<file path="src/rtl/acc_datapath.sv">
// Accumulator-machine datapath: PC/IR/MDR/ACC/ALUREG registers, ALU and memory-port muxing.
// Define ACC_ZERO_FLAG_REG_EN to register the zero flag on pass-through (aluOp=100) cycles.
module acc_datapath (
  input  logic       clk,
  input  logic       rst,
  input  logic       pcSrc,
  input  logic       IorD,
  input  logic       memRead,
  input  logic       memWrite,
  input  logic       IRwrite,
  input  logic       pcWrite,
  input  logic       pcWriteCond,
  input  logic       accSrc,
  input  logic       ACCwrite,
  input  logic       aluSrcA,
  input  logic       aluSrcB,
  input  logic       rst_pc,
  input  logic       rst_ir,
  input  logic       rst_acc,
  input  logic       rst_mdr,
  input  logic       rst_aluReg,
  input  logic [2:0] aluOp,
  input  logic [7:0] mem_rdata,
  output logic [2:0] opc,
  output logic [4:0] mem_addr,
  output logic [7:0] mem_wdata,
  output logic       mem_rd,
  output logic       mem_wr,
  output logic [4:0] pc,
  output logic [7:0] acc,
  output logic       zero
);

  logic [4:0] pc_q, pc_d;
  logic [7:0] ir_q, ir_d;
  logic [7:0] mdr_q, mdr_d;
  logic [7:0] acc_q, acc_d;
  logic [7:0] alureg_q, alureg_d;
  logic [7:0] alu_a, alu_b, alu_y;

  always_comb begin
    alu_a = aluSrcA ? acc_q : {3'b000, pc_q};
    alu_b = aluSrcB ? 8'd1 : mdr_q;
    case (aluOp)
      3'b000:  alu_y = alu_a + alu_b;
      3'b001:  alu_y = alu_a - alu_b;
      3'b010:  alu_y = alu_a & alu_b;
      3'b011:  alu_y = ~alu_b;
      3'b100:  alu_y = alu_a;
      default: alu_y = 8'h00;
    endcase
  end

`ifdef ACC_ZERO_FLAG_REG_EN
  logic zero_q, zero_d;

  // Flag samples ACC only while it is being passed through the ALU.
  always_comb begin
    zero_d = zero_q;
    if (aluOp == 3'b100) zero_d = (alu_y == 8'h00);
  end

  always_ff @(posedge clk or posedge rst) begin
    if (rst) zero_q <= 1'b0;
    else     zero_q <= zero_d;
  end

  assign zero = zero_q;
`else
  assign zero = (acc_q == 8'h00);
`endif

  // All next-state terms use pre-edge values, so a fetch loads IR and PC+1 together.
  always_comb begin
    pc_d     = pc_q;
    ir_d     = ir_q;
    mdr_d    = mdr_q;
    acc_d    = acc_q;
    alureg_d = alu_y;
    if (pcWrite || (pcWriteCond && zero)) pc_d = pcSrc ? alu_y[4:0] : ir_q[4:0];
    if (IRwrite && memRead)               ir_d = mem_rdata;
    if (memRead)                          mdr_d = mem_rdata;
    if (ACCwrite)                         acc_d = accSrc ? mdr_q : alureg_q;
    if (rst_pc)     pc_d     = 5'd0;
    if (rst_ir)     ir_d     = 8'h00;
    if (rst_mdr)    mdr_d    = 8'h00;
    if (rst_acc)    acc_d    = 8'h00;
    if (rst_aluReg) alureg_d = 8'h00;
  end

  always_ff @(posedge clk or posedge rst) begin
    if (rst) begin
      pc_q     <= 5'd0;
      ir_q     <= 8'h00;
      mdr_q    <= 8'h00;
      acc_q    <= 8'h00;
      alureg_q <= 8'h00;
    end else begin
      pc_q     <= pc_d;
      ir_q     <= ir_d;
      mdr_q    <= mdr_d;
      acc_q    <= acc_d;
      alureg_q <= alureg_d;
    end
  end

  assign opc       = ir_q[7:5];
  assign mem_addr  = IorD ? ir_q[4:0] : pc_q;
  assign mem_wdata = acc_q;
  assign mem_rd    = memRead;
  assign mem_wr    = memWrite;
  assign pc        = pc_q;
  assign acc       = acc_q;

endmodule

</file>
<file path="config.mk">
export PLATFORM = sky130hd
export DESIGN_NAME = acc_datapath
export DESIGN_NICKNAME = d
export VERILOG_FILES = /design/src/rtl/acc_datapath.sv
export SDC_FILE = /design/constraint.sdc
export NUM_CORES = 1
export LEC_CHECK = 0
export ABC_AREA = 1
export CAP_MARGIN = 20
export CELL_PAD_IN_SITES_DETAIL_PLACEMENT = 1
export CELL_PAD_IN_SITES_GLOBAL_PLACEMENT = 1
export CORE_MARGIN = 1
export CORE_UTILIZATION = 38
export DETAILED_ROUTE_END_ITERATION = 12
export MAX_ROUTING_LAYER = met4
export PLACE_DENSITY_LB_ADDON = 0.1
export RECOVER_POWER = 50
export SLEW_MARGIN = 10
export SYNTH_ARGS = -nofsm -noshare
export SYNTH_HDL_FRONTEND = slang
export SYNTH_SLANG_ARGS = --single-unit
</file>
<file path="constraint.sdc">
create_clock -name clk -period 3.1 [get_ports clk]
set_input_delay 0.62 -clock clk [delete_from_list [all_inputs] [get_ports clk]]
set_output_delay 0.62 -clock clk [all_outputs]
set_load 0.01 [all_outputs]
</file>
==> results of run 1 <==
[flip-flops by register name, summed over array words and instances (netlist names)]
name	cells
ir_q	8
alureg_q	8
acc	8
mdr_q	8
pc	5
[cells by family (layout without fill, tap and decap cells)]
group                      after synthesis  count (layout)
and+or+nand+nor                        127             127
buffers and inverters                   87             143
AOI/OAI and AO/OA                       81              81
DFF                                     37              37
adders and majority gates                9               9
xor gates and xnor gates                 7               7
[final timing paths]
kind                            startpoint          end  slack [ns]  cells after the start
worst max-delay path               aluSrcB  alureg_q[7]        0.25                     18
worst min-delay path                 pc[3]        pc[3]        0.51                      2
worst max register to register    mdr_q[0]  alureg_q[7]        0.66                     17
worst min register to register       pc[3]        pc[3]        0.51                      2
max in group asynchronous              rst     mdr_q[2]        0.54                      3
min in group asynchronous              rst        pc[2]        1.38                      3
[layout make-up]
cell class | count | area share
well taps | 77 | 0.0299
clock inverters | 3 | 0.00544
clock buffers | 5 | 0.0214
multi-input cells | 224 | 0.374
repair buffers | 69 | 0.205
inverters | 66 | 0.0769
flip-flops and latches | 37 | 0.287
[through the flow]
stage | cell area, um^2 | std cells
global route | 3220 | 481
floorplan | 2520 | 348
CTS | 3230 | 481
global placement | 3140 | 473
finish | 3220 | 481
detailed placement | 3140 | 473
[power by group]
group / internal, mW / switching [mW] / total (mW)
registers: 0.512 / 0.0219 / 0.533
logic: 0.171 / 0.214 / 0.385
clock network: 0.155 / 0.186 / 0.341
total: 0.838 / 0.422 / 1.26
[layout by cell type (no fill, tap or decap)]
cell type / synthesis / routed
sky130_fd_sc_hd__buf_4: 13 / 10
sky130_fd_sc_hd__o21ai_0: 34 / 34
sky130_fd_sc_hd__o22ai_1: 19 / 19
sky130_fd_sc_hd__inv_2: 1 / 1
sky130_fd_sc_hd__o21ai_1: 6 / 6
sky130_fd_sc_hd__clkbuf_8: 0 / 5
sky130_fd_sc_hd__nand4_1: 10 / 10
sky130_fd_sc_hd__a21oi_1: 12 / 12
sky130_fd_sc_hd__dfrtp_1: 37 / 37
sky130_fd_sc_hd__or2_2: 4 / 3
sky130_fd_sc_hd__a21oi_2: 1 / 1
sky130_fd_sc_hd__xor2_1: 6 / 6
sky130_fd_sc_hd__or2_0: 0 / 1
sky130_fd_sc_hd__o211ai_1: 1 / 1
sky130_fd_sc_hd__nand2_4: 2 / 2
sky130_fd_sc_hd__nor2_1: 8 / 8
sky130_fd_sc_hd__xnor2_1: 1 / 1
sky130_fd_sc_hd__clkdlybuf4s50_1: 0 / 56
sky130_fd_sc_hd__a31oi_1: 5 / 5
sky130_fd_sc_hd__inv_1: 65 / 65
sky130_fd_sc_hd__nor3_1: 1 / 1
sky130_fd_sc_hd__nand3_1: 21 / 21
sky130_fd_sc_hd__nand2_2: 4 / 4
sky130_fd_sc_hd__nand2_1: 75 / 75
sky130_fd_sc_hd__nor2_4: 1 / 1
sky130_fd_sc_hd__ha_1: 8 / 8
sky130_fd_sc_hd__fa_1: 1 / 1
sky130_fd_sc_hd__nand3b_1: 1 / 1
sky130_fd_sc_hd__dlygate4sd3_1: 0 / 2
sky130_fd_sc_hd__clkbuf_1: 4 / 1
sky130_fd_sc_hd__a22oi_1: 3 / 3
sky130_fd_sc_hd__clkinv_2: 0 / 2
sky130_fd_sc_hd__clkinvlp_4: 0 / 1
[critical path, stage by stage]
cell and delay (ns):
sky130_fd_sc_hd__clkdlybuf4s50_1 0.44, sky130_fd_sc_hd__nor2_1 0.17, sky130_fd_sc_hd__nand3_1 0.16, sky130_fd_sc_hd__nand2_4 0.11
sky130_fd_sc_hd__nand2_2 0.06, sky130_fd_sc_hd__a31oi_1 0.18, sky130_fd_sc_hd__xor2_1 0.19, sky130_fd_sc_hd__inv_1 0.06
sky130_fd_sc_hd__ha_1 0.32, sky130_fd_sc_hd__nand2_1 0.10, sky130_fd_sc_hd__inv_1 0.04, sky130_fd_sc_hd__nand2_1 0.05
sky130_fd_sc_hd__nand2_1 0.05, sky130_fd_sc_hd__a21oi_1 0.19, sky130_fd_sc_hd__inv_1 0.06, sky130_fd_sc_hd__nand2_1 0.07
sky130_fd_sc_hd__nand3_1 0.07, sky130_fd_sc_hd__a21oi_2 0.11
[routing by layer]
layer  vias to the layer above  GRT usage  wire length [um]
met3                         8     0.0318               266
li1                       1236          -                 -
met4                         0     0.0502                82
met1                      1204      0.305              3500
met2                        52      0.420              3920
met5                         -          -                 0
==> impl_results.html, run 1 <==
<table>
<tr><th>Metric</th><th>Value</th></tr>
<tr><th colspan="2">Timing</th></tr>
<tr><td>RSZ-0062 raised after global routing</td><td>false</td></tr>
<tr><td>Final hold violation count</td><td>0</td></tr>
<tr><td>Clock period minus worst slack</td><td>2.85 ns</td></tr>
<tr><td>Number of pins exceeding their max-slew limit in the final report</td><td>38</td></tr>
<tr><td>F_max</td><td>0.351 GHz</td></tr>
<tr><td>Rel. slew slack</td><td>-0.386</td></tr>
<tr><td>Worst clock skew</td><td>approximately 0.0037 ns</td></tr>
<tr><td>Transition time at the pin with the least slew margin</td><td>2.08 ns</td></tr>
<tr><td>Number of setup violations in the final report</td><td>0</td></tr>
<tr><td>Final period utilization</td><td>0.920</td></tr>
<tr><td>Final-layout worst hold slack</td><td>0.515 ns</td></tr>
<tr><td>Setup_tns</td><td>0 ns</td></tr>
<tr><td>Setup slack of the critical path after layout</td><td>0.248 ns</td></tr>
<tr><th colspan="2">Routing</th></tr>
<tr><td>Detail Route Antenna Nets</td><td>0</td></tr>
<tr><td>DRC violation total after the first TritonRoute iteration</td><td>149</td></tr>
<tr><td>Number of vias per cell after detailed routing</td><td>5.20</td></tr>
<tr><td>Total via count after detailed routing</td><td>2500</td></tr>
<tr><td>Wire length after detailed routing</td><td>around 7.8 mm</td></tr>
<tr><td>First drt pass iteration count</td><td>4</td></tr>
<tr><td>Post-detailed-route wirelength per cell</td><td>16.2 um</td></tr>
<tr><td>Drt drc</td><td>0</td></tr>
<tr><th colspan="2">Global route</th></tr>
<tr><td>Grt ovf</td><td>0</td></tr>
<tr><td>Number of global-route vias before repair</td><td>2572</td></tr>
<tr><td>Initial antenna violation count</td><td>0</td></tr>
<tr><td>Maximum number of pins on one net before global-route repair</td><td>38</td></tr>
<tr><td>Combined global-route utilization of all metal layers</td><td>0.243</td></tr>
<tr><td>Global-route wire length before repair</td><td>12.9 mm</td></tr>
<tr><th colspan="2">Yosys</th></tr>
<tr><td>Share of the synthesized area in the top cell type</td><td>0.368</td></tr>
<tr><td>Flip-flop cell with the highest count after synthesis</td><td>sky130_fd_sc_hd__dfrtp_1</td></tr>
<tr><td>Post-synthesis share of cell area spent on and, or, nand and nor gates</td><td>0.229</td></tr>
<tr><td>Seq cells post-synth</td><td>37</td></tr>
<tr><td>Gate count after technology mapping</td><td>~350</td></tr>
<tr><td>Area fraction in compound gates after synthesis</td><td>0.178</td></tr>
<tr><td>Number of enable flip-flop cells after synthesis</td><td>0</td></tr>
<tr><td>Average footprint of a synthesized cell</td><td>7.23 um^2</td></tr>
<tr><td>Sequential fraction of the synthesis area</td><td>0.368</td></tr>
<tr><td>Dominant cells by area after synthesis</td><td>sky130_fd_sc_hd__dfrtp_1 37%, sky130_fd_sc_hd__nand2_1 11%, sky130_fd_sc_hd__inv_1 9.7%</td></tr>
<tr><td>Cell with the most instances after synthesis</td><td>sky130_fd_sc_hd__nand2_1</td></tr>
<tr><td>Number of nets in the synthesized netlist</td><td>roughly 390</td></tr>
<tr><td>Synthesized area</td><td>between 2000 and 3000 um^2</td></tr>
<tr><td>Total of warnings raised by yosys</td><td>0</td></tr>
<tr><td>Post-synth top cells</td><td>75 x sky130_fd_sc_hd__nand2_1, 65 x sky130_fd_sc_hd__inv_1, 37 x sky130_fd_sc_hd__dfrtp_1</td></tr>
<tr><td>Synth cell types</td><td>30</td></tr>
<tr><td>Fraction of synthesized cell area in xor and xnor cells</td><td>0.0244</td></tr>
<tr><td>Largest area contributor in the synthesized netlist</td><td>sky130_fd_sc_hd__dfrtp_1</td></tr>
<tr><td>Dominant combinational cell family by area after synthesis</td><td>simple AND/OR/NAND/NOR gates</td></tr>
<tr><td>Proportion of register bits with asynchronous set or reset after synthesis</td><td>1.00</td></tr>
<tr><td>Fraction of the mapped netlist area in adder cells</td><td>0.0477</td></tr>
<tr><td>Proportion of synthesized area in mux cells</td><td>0</td></tr>
<tr><th colspan="2">Clock tree</th></tr>
<tr><td>Resized Gates After CTS</td><td>0</td></tr>
<tr><td>Number of setup buffers added after CTS</td><td>0</td></tr>
<tr><td>Deepest level of the CTS H-tree</td><td>2</td></tr>
<tr><td>Clock slew seen by the registers of the worst setup and hold paths</td><td>0.08 ns</td></tr>
<tr><td>Post-cts hold buffer count</td><td>0</td></tr>
<tr><td>Sinks on the clock net</td><td>37</td></tr>
<tr><td>Cell at the root of the clock tree</td><td>sky130_fd_sc_hd__clkbuf_8</td></tr>
<tr><td>Clock tree from TritonCTS</td><td>done</td></tr>
<tr><td>Skew-Pair Late Insertion Delay</td><td>0.30 ns</td></tr>
<tr><td>Clock buffers created by TritonCTS</td><td>5</td></tr>
<tr><td>Maximum clock path buffer count</td><td>2</td></tr>
<tr><th colspan="2">Layout</th></tr>
<tr><td>Diodes inserted</td><td>0</td></tr>
<tr><td>FF/Latch Area</td><td>around 900 um^2</td></tr>
<tr><td>Layout overhead on the synthesized area</td><td>28.0%</td></tr>
<tr><td>Final Core Density</td><td>0.505</td></tr>
<tr><td>Area occupied by multi-input gates</td><td>1210 um^2</td></tr>
<tr><td>Fill cells</td><td>817</td></tr>
<tr><td>Number of nets at the end of the flow</td><td>441</td></tr>
<tr><td>Ratio of cells with drive above 1 in the final layout</td><td>0.0743</td></tr>
<tr><th colspan="2">Critical path</th></tr>
<tr><td>Capturing element type of the critical path</td><td>flop</td></tr>
<tr><td>Data required time at the worst endpoint</td><td>3.32 ns</td></tr>
<tr><td>Crit path arrival time</td><td>~3.1 ns</td></tr>
<tr><td>Startpoint types</td><td>input port</td></tr>
<tr><td>Worst setup path category</td><td>in2reg</td></tr>
<tr><td>Maximum fanout along the worst path</td><td>4</td></tr>
<tr><th colspan="2">Place</th></tr>
<tr><td>Setup slack at placement</td><td>-0.0297 ns</td></tr>
<tr><td>Number of port buffers</td><td>58</td></tr>
<tr><td>HPWL Detailed</td><td>about 6.3 mm</td></tr>
<tr><td>Routability congestion estimate</td><td>0.894</td></tr>
<tr><th colspan="2">Job</th></tr>
<tr><td>Max-cap check violation count</td><td>1</td></tr>
<tr><th colspan="2">Power</th></tr>
<tr><td>Areal power density over the cells</td><td>between 300 and 400 nW/um^2</td></tr>
<tr><td>Leakage</td><td>1.60 nW</td></tr>
<tr><td>Final Total Pwr</td><td>1.26 mW</td></tr>
<tr><td>Peak ir drop on the vdd network</td><td>0.274 mV</td></tr>
<tr><th colspan="2">Floorplan</th></tr>
<tr><td>Core Region</td><td>about 6400 um^2</td></tr>
<tr><td>Die ar.</td><td>6950 um^2</td></tr>
<tr><td>Count of standard-cell rows</td><td>29</td></tr>
<tr><td>IO Count</td><td>61</td></tr>
<tr><td>Overall die width</td><td>between 80 and 90 um</td></tr>
<tr><td>Effective utilization at floorplan</td><td>0.394</td></tr>
<tr><td>Die span in y</td><td>roughly 83 um</td></tr>
<tr><th colspan="2">Status</th></tr>
<tr><td>Violations in the final reports</td><td>capacitance limit, slew limit</td></tr>
<tr><td>Status</td><td>finished, violations left</td></tr>
<tr><th colspan="2">Worst hold path</th></tr>
<tr><td>Class of the most critical hold timing path</td><td>reg2reg</td></tr>
</table>
Note: power is estimated with default switching activity, not from simulation.
==> inputs of run 2 (changes only) <==
==> constraint.sdc (replaced) <==
create_clock -name clk -period 3.1 [get_ports clk]
set_input_delay 0.775 -clock clk [delete_from_list [all_inputs] [get_ports clk]]
set_output_delay 0.775 -clock clk [all_outputs]
set_load 0.01 [all_outputs]
==> run 2 against run 1 <==
The flow now finishes without violations. Non-clock buffer count is 14 higher. Routed wire length is 7.7% higher. Count of clock-buffer cells in the layout is the same. Highest routed layer unchanged. Clock power up 4%. Largest power group unchanged. Die area unchanged. Cell area up 4.5%.
==> impl_results.html, run 2 (synthesis results as in run 1) <==
<table>
<tr><th>Metric</th><th>Value</th></tr>
<tr><th colspan="2">Critical path</th></tr>
<tr><td>Depth of the worst register-to-register path</td><td>12 (-5)</td></tr>
<tr><td>Register-to-Register Setup Slack</td><td>0.76 ns (+0.10 ns)</td></tr>
<tr><td>Crit path arrival time</td><td>2.18 ns (-0.89 ns)</td></tr>
<tr><td>Worst setup path category</td><td>in2out</td></tr>
<tr><td>Maximum fanout along the worst path</td><td>10 (+6)</td></tr>
<tr><td>Worst flop-to-flop path endpoint</td><td>pc[3]</td></tr>
<tr><td>CP Cell Sequence</td><td>clkdlybuf4s50_1, nand2_1, o21ai_0, clkdlybuf4s50_1</td></tr>
<tr><td>Reg2reg start</td><td>mdr_q[0]</td></tr>
<tr><td>Capturing element type of the critical path</td><td>output pin</td></tr>
<tr><td>Cell repeated most along the worst path</td><td>sky130_fd_sc_hd__clkdlybuf4s50_1</td></tr>
<tr><td>Critical-path top delay cell</td><td>sky130_fd_sc_hd__clkdlybuf4s50_1</td></tr>
<tr><td>Data required time at the worst endpoint</td><td>2.32 ns (-1.00 ns)</td></tr>
<tr><td>Startpoint types</td><td>input port</td></tr>
<tr><td>Worst stage delay on the critical path</td><td>0.65 ns (+0.21 ns)</td></tr>
<tr><th colspan="2">Global route</th></tr>
<tr><td>Global-route wire length before repair</td><td>13.7 mm (+6.4%)</td></tr>
<tr><td>Initial antenna violation count</td><td>0 (unchanged)</td></tr>
<tr><td>Grt ovf</td><td>0 (unchanged)</td></tr>
<tr><td>Combined global-route utilization of all metal layers</td><td>0.260 (+0.0171)</td></tr>
<tr><td>Maximum number of pins on one net before global-route repair</td><td>38 (unchanged)</td></tr>
<tr><td>Number of global-route vias before repair</td><td>2750 (+6.9%)</td></tr>
<tr><th colspan="2">Layout</th></tr>
<tr><td>Design area</td><td>3370 um^2 (+4.5%)</td></tr>
<tr><td>Highest-count cells in the layout ignoring fill and taps</td><td>73 x sky130_fd_sc_hd__nand2_1, 65 x sky130_fd_sc_hd__inv_1, 55 x sky130_fd_sc_hd__clkdlybuf4s50_1, 37 x sky130_fd_sc_hd__dfrtp_1, 33 x sky130_fd_sc_hd__o21ai_0</td></tr>
<tr><td>Ratio of cells with drive above 1 in the final layout</td><td>0.124 (+0.0501)</td></tr>
<tr><td>Number of nets at the end of the flow</td><td>455 (+3.2%)</td></tr>
<tr><td>Layout overhead on the synthesized area</td><td>33.7%</td></tr>
<tr><td>Final Core Density</td><td>0.527 (+0.0227)</td></tr>
<tr><td>Diodes inserted</td><td>0 (unchanged)</td></tr>
<tr><td>Leading cell type in the layout, fill and taps excluded</td><td>sky130_fd_sc_hd__nand2_1</td></tr>
<tr><th colspan="2">Place</th></tr>
<tr><td>Number of port buffers</td><td>58 (unchanged)</td></tr>
<tr><td>Total cell area at the placement stage</td><td>3240 um^2 (+3.3%)</td></tr>
<tr><td>Setup slack at placement</td><td>-0.216 ns (-0.186 ns)</td></tr>
<tr><td>HPWL Detailed</td><td>6.56 mm (+3.3%)</td></tr>
<tr><td>Routability congestion estimate</td><td>0.963 (+7.7%)</td></tr>
<tr><th colspan="2">Routing</th></tr>
<tr><td>Number of vias per cell after detailed routing</td><td>5.29 (+1.7%)</td></tr>
<tr><td>Drt drc</td><td>0 (unchanged)</td></tr>
<tr><td>Post-detailed-route wirelength per cell</td><td>16.9 um (+4.7%)</td></tr>
<tr><td>Detail Route Antenna Nets</td><td>0 (unchanged)</td></tr>
<tr><td>Total via count after detailed routing</td><td>2617 (+4.7%)</td></tr>
<tr><td>Wire length after detailed routing</td><td>8.38 mm (+7.7%)</td></tr>
<tr><td>First drt pass iteration count</td><td>4 (unchanged)</td></tr>
<tr><td>DRC violation total after the first TritonRoute iteration</td><td>130 (-13%)</td></tr>
<tr><th colspan="2">Power</th></tr>
<tr><td>Share of total power consumed by net switching</td><td>0.342 (+0.00715)</td></tr>
<tr><td>Portion of total power attributed to combinational logic</td><td>0.325 (+0.019)</td></tr>
<tr><td>Areal power density over the cells</td><td>391 nW/um^2 (about the same)</td></tr>
<tr><td>Portion of total power attributed to the clock network</td><td>0.270 (about the same)</td></tr>
<tr><td>Sequential cell fraction of total power</td><td>0.405 (-0.018)</td></tr>
<tr><td>Leakage</td><td>1.67 nW (+4.5%)</td></tr>
<tr><td>Net switching power of the design</td><td>0.451 mW (+6.8%)</td></tr>
<tr><td>Int Pwr</td><td>0.867 mW (+3.4%)</td></tr>
<tr><td>Peak ir drop on the vdd network</td><td>0.201 mV (-27%)</td></tr>
<tr><th colspan="2">Floorplan</th></tr>
<tr><td>Count of standard-cell rows</td><td>29 (unchanged)</td></tr>
<tr><td>Effective utilization at floorplan</td><td>0.394 (unchanged)</td></tr>
<tr><td>Core Region</td><td>6390 um^2 (unchanged)</td></tr>
<tr><td>Die span in y</td><td>83.4 um (unchanged)</td></tr>
<tr><td>IO Count</td><td>61 (unchanged)</td></tr>
<tr><td>Overall die width</td><td>83.4 um (unchanged)</td></tr>
<tr><td>Die ar.</td><td>6950 um^2 (unchanged)</td></tr>
<tr><th colspan="2">Timing</th></tr>
<tr><td>Setup_tns</td><td>0 ns (unchanged)</td></tr>
<tr><td>Final period utilization</td><td>0.954 (+0.0340)</td></tr>
<tr><td>Setup slack of the critical path after layout</td><td>0.143 ns (-0.105 ns)</td></tr>
<tr><td>RSZ-0062 raised after global routing</td><td>false</td></tr>
<tr><td>Clock period minus worst slack</td><td>2.96 ns (+0.105 ns)</td></tr>
<tr><td>F_max</td><td>0.338 GHz (-3.6%)</td></tr>
<tr><td>Worst clock skew</td><td>0.0102 ns (+0.00654 ns)</td></tr>
<tr><td>Number of setup violations in the final report</td><td>0 (unchanged)</td></tr>
<tr><td>Final hold violation count</td><td>0 (unchanged)</td></tr>
<tr><td>Rel. slew slack</td><td>0.366 (+0.752)</td></tr>
<tr><td>Transition time at the pin with the least slew margin</td><td>0.951 ns (-1.13 ns)</td></tr>
<tr><td>Number of pins exceeding their max-slew limit in the final report</td><td>0 (-100%)</td></tr>
<tr><th colspan="2">Status</th></tr>
<tr><td>Status</td><td>finished clean</td></tr>
<tr><th colspan="2">Clock tree</th></tr>
<tr><td>Number of setup buffers added after CTS</td><td>0 (unchanged)</td></tr>
<tr><td>Post-cts hold buffer count</td><td>0 (unchanged)</td></tr>
<tr><td>Cell at the root of the clock tree</td><td>sky130_fd_sc_hd__clkbuf_8</td></tr>
<tr><td>Maximum clock path buffer count</td><td>2 (unchanged)</td></tr>
<tr><td>Deepest level of the CTS H-tree</td><td>2 (unchanged)</td></tr>
<tr><td>Clock slew seen by the registers of the worst setup and hold paths</td><td>0.08 ns (about the same)</td></tr>
<tr><td>Clock tree from TritonCTS</td><td>done</td></tr>
<tr><td>Clock buffers created by TritonCTS</td><td>5 (unchanged)</td></tr>
<tr><td>Skew-Pair Late Insertion Delay</td><td>0.31 ns (about the same)</td></tr>
<tr><td>Sinks on the clock net</td><td>37 (unchanged)</td></tr>
<tr><th colspan="2">Job</th></tr>
<tr><td>Max-cap check violation count</td><td>0 (-1)</td></tr>
<tr><th colspan="2">Worst hold path</th></tr>
<tr><td>Class of the most critical hold timing path</td><td>reg2reg</td></tr>
<tr><td>Endpoint of the worst hold path</td><td>pc[3]</td></tr>
<tr><td>Hold path cells</td><td>2 (unchanged)</td></tr>
<tr><td>Start point of the worst hold path</td><td>pc[3]</td></tr>
</table>
[run 2: repair_timing]
action                     in CTS  in global routing
setup endpoints to repair       0                  3
hold endpoints to repair        0                  0
gates resized for setup         0                  8
[run 2: worst max-delay path by stage]
stage / slack (ns) / to / start
after floorplan: 0.54 / alureg_q[7] / aluOp[2]
after global placement: -0.08 / alureg_q[7] / aluSrcB
after detailed placement: -0.22 / alureg_q[7] / aluSrcB
after CTS: 0.07 / alureg_q[7] / aluSrcB
after global routing: 0.03 / alureg_q[7] / aluSrcB
final: 0.14 / mem_addr[2] / IorD
[run 2: worst max-delay path: cells and delay by family]
family                 cells  cell delay [ns]
buffers and inverters      2             1.23
AO/OA/AOI/OAI              1             0.09
AND/OR/NAND/NOR            1             0.09
[run 2: power by group through the flow]
stage          Combinational (mW)  Clock, mW  Sequential [mW]
4_1_cts                     0.420      0.363            0.533
5_1_grt                     0.469      0.384            0.538
2_1_floorplan               0.222          0            0.542
3_3_place_gp                0.402          0            0.541
6_report                    0.428      0.356            0.534
3_5_place_dp                0.414          0            0.543
[run 2: cell type report]
| class | instances | area, um^2 |
|---|---|---|
| Sequential cell | 37 | 926 |
| Inverter | 66 | 248 |
| Fill cell | 847 | 3020 |
| Timing Repair Buffer | 83 | 766 |
| Clock inverter | 3 | 21.3 |
| Clock buffer | 5 | 68.8 |
| Tap cell | 77 | 96.3 |
| Multi-Input combinational cell | 224 | 1240 |
[run 2: routing by layer]
layer / GRT usage / wire, um / up-vias
met2: 0.429 / 4140 / 62
met3: 0.0298 / 222 / 13
met5: - / 0 / -
met4: 0.0909 / 189 / 0
met1: 0.331 / 3820 / 1279
li1: - / - / 1263
[run 2: per-stage QoR]
stage / total power, mW / instances / hold WS (ns)
finish: 1.32 / 495 / 0.517
global route: 1.39 / 495 / 0.547
CTS: 1.32 / 495 / 0.524
detailed placement: 0.957 / 487 / 0.501
global placement: 0.943 / 487 / 0.498
floorplan: 0.764 / 348 / 0.479
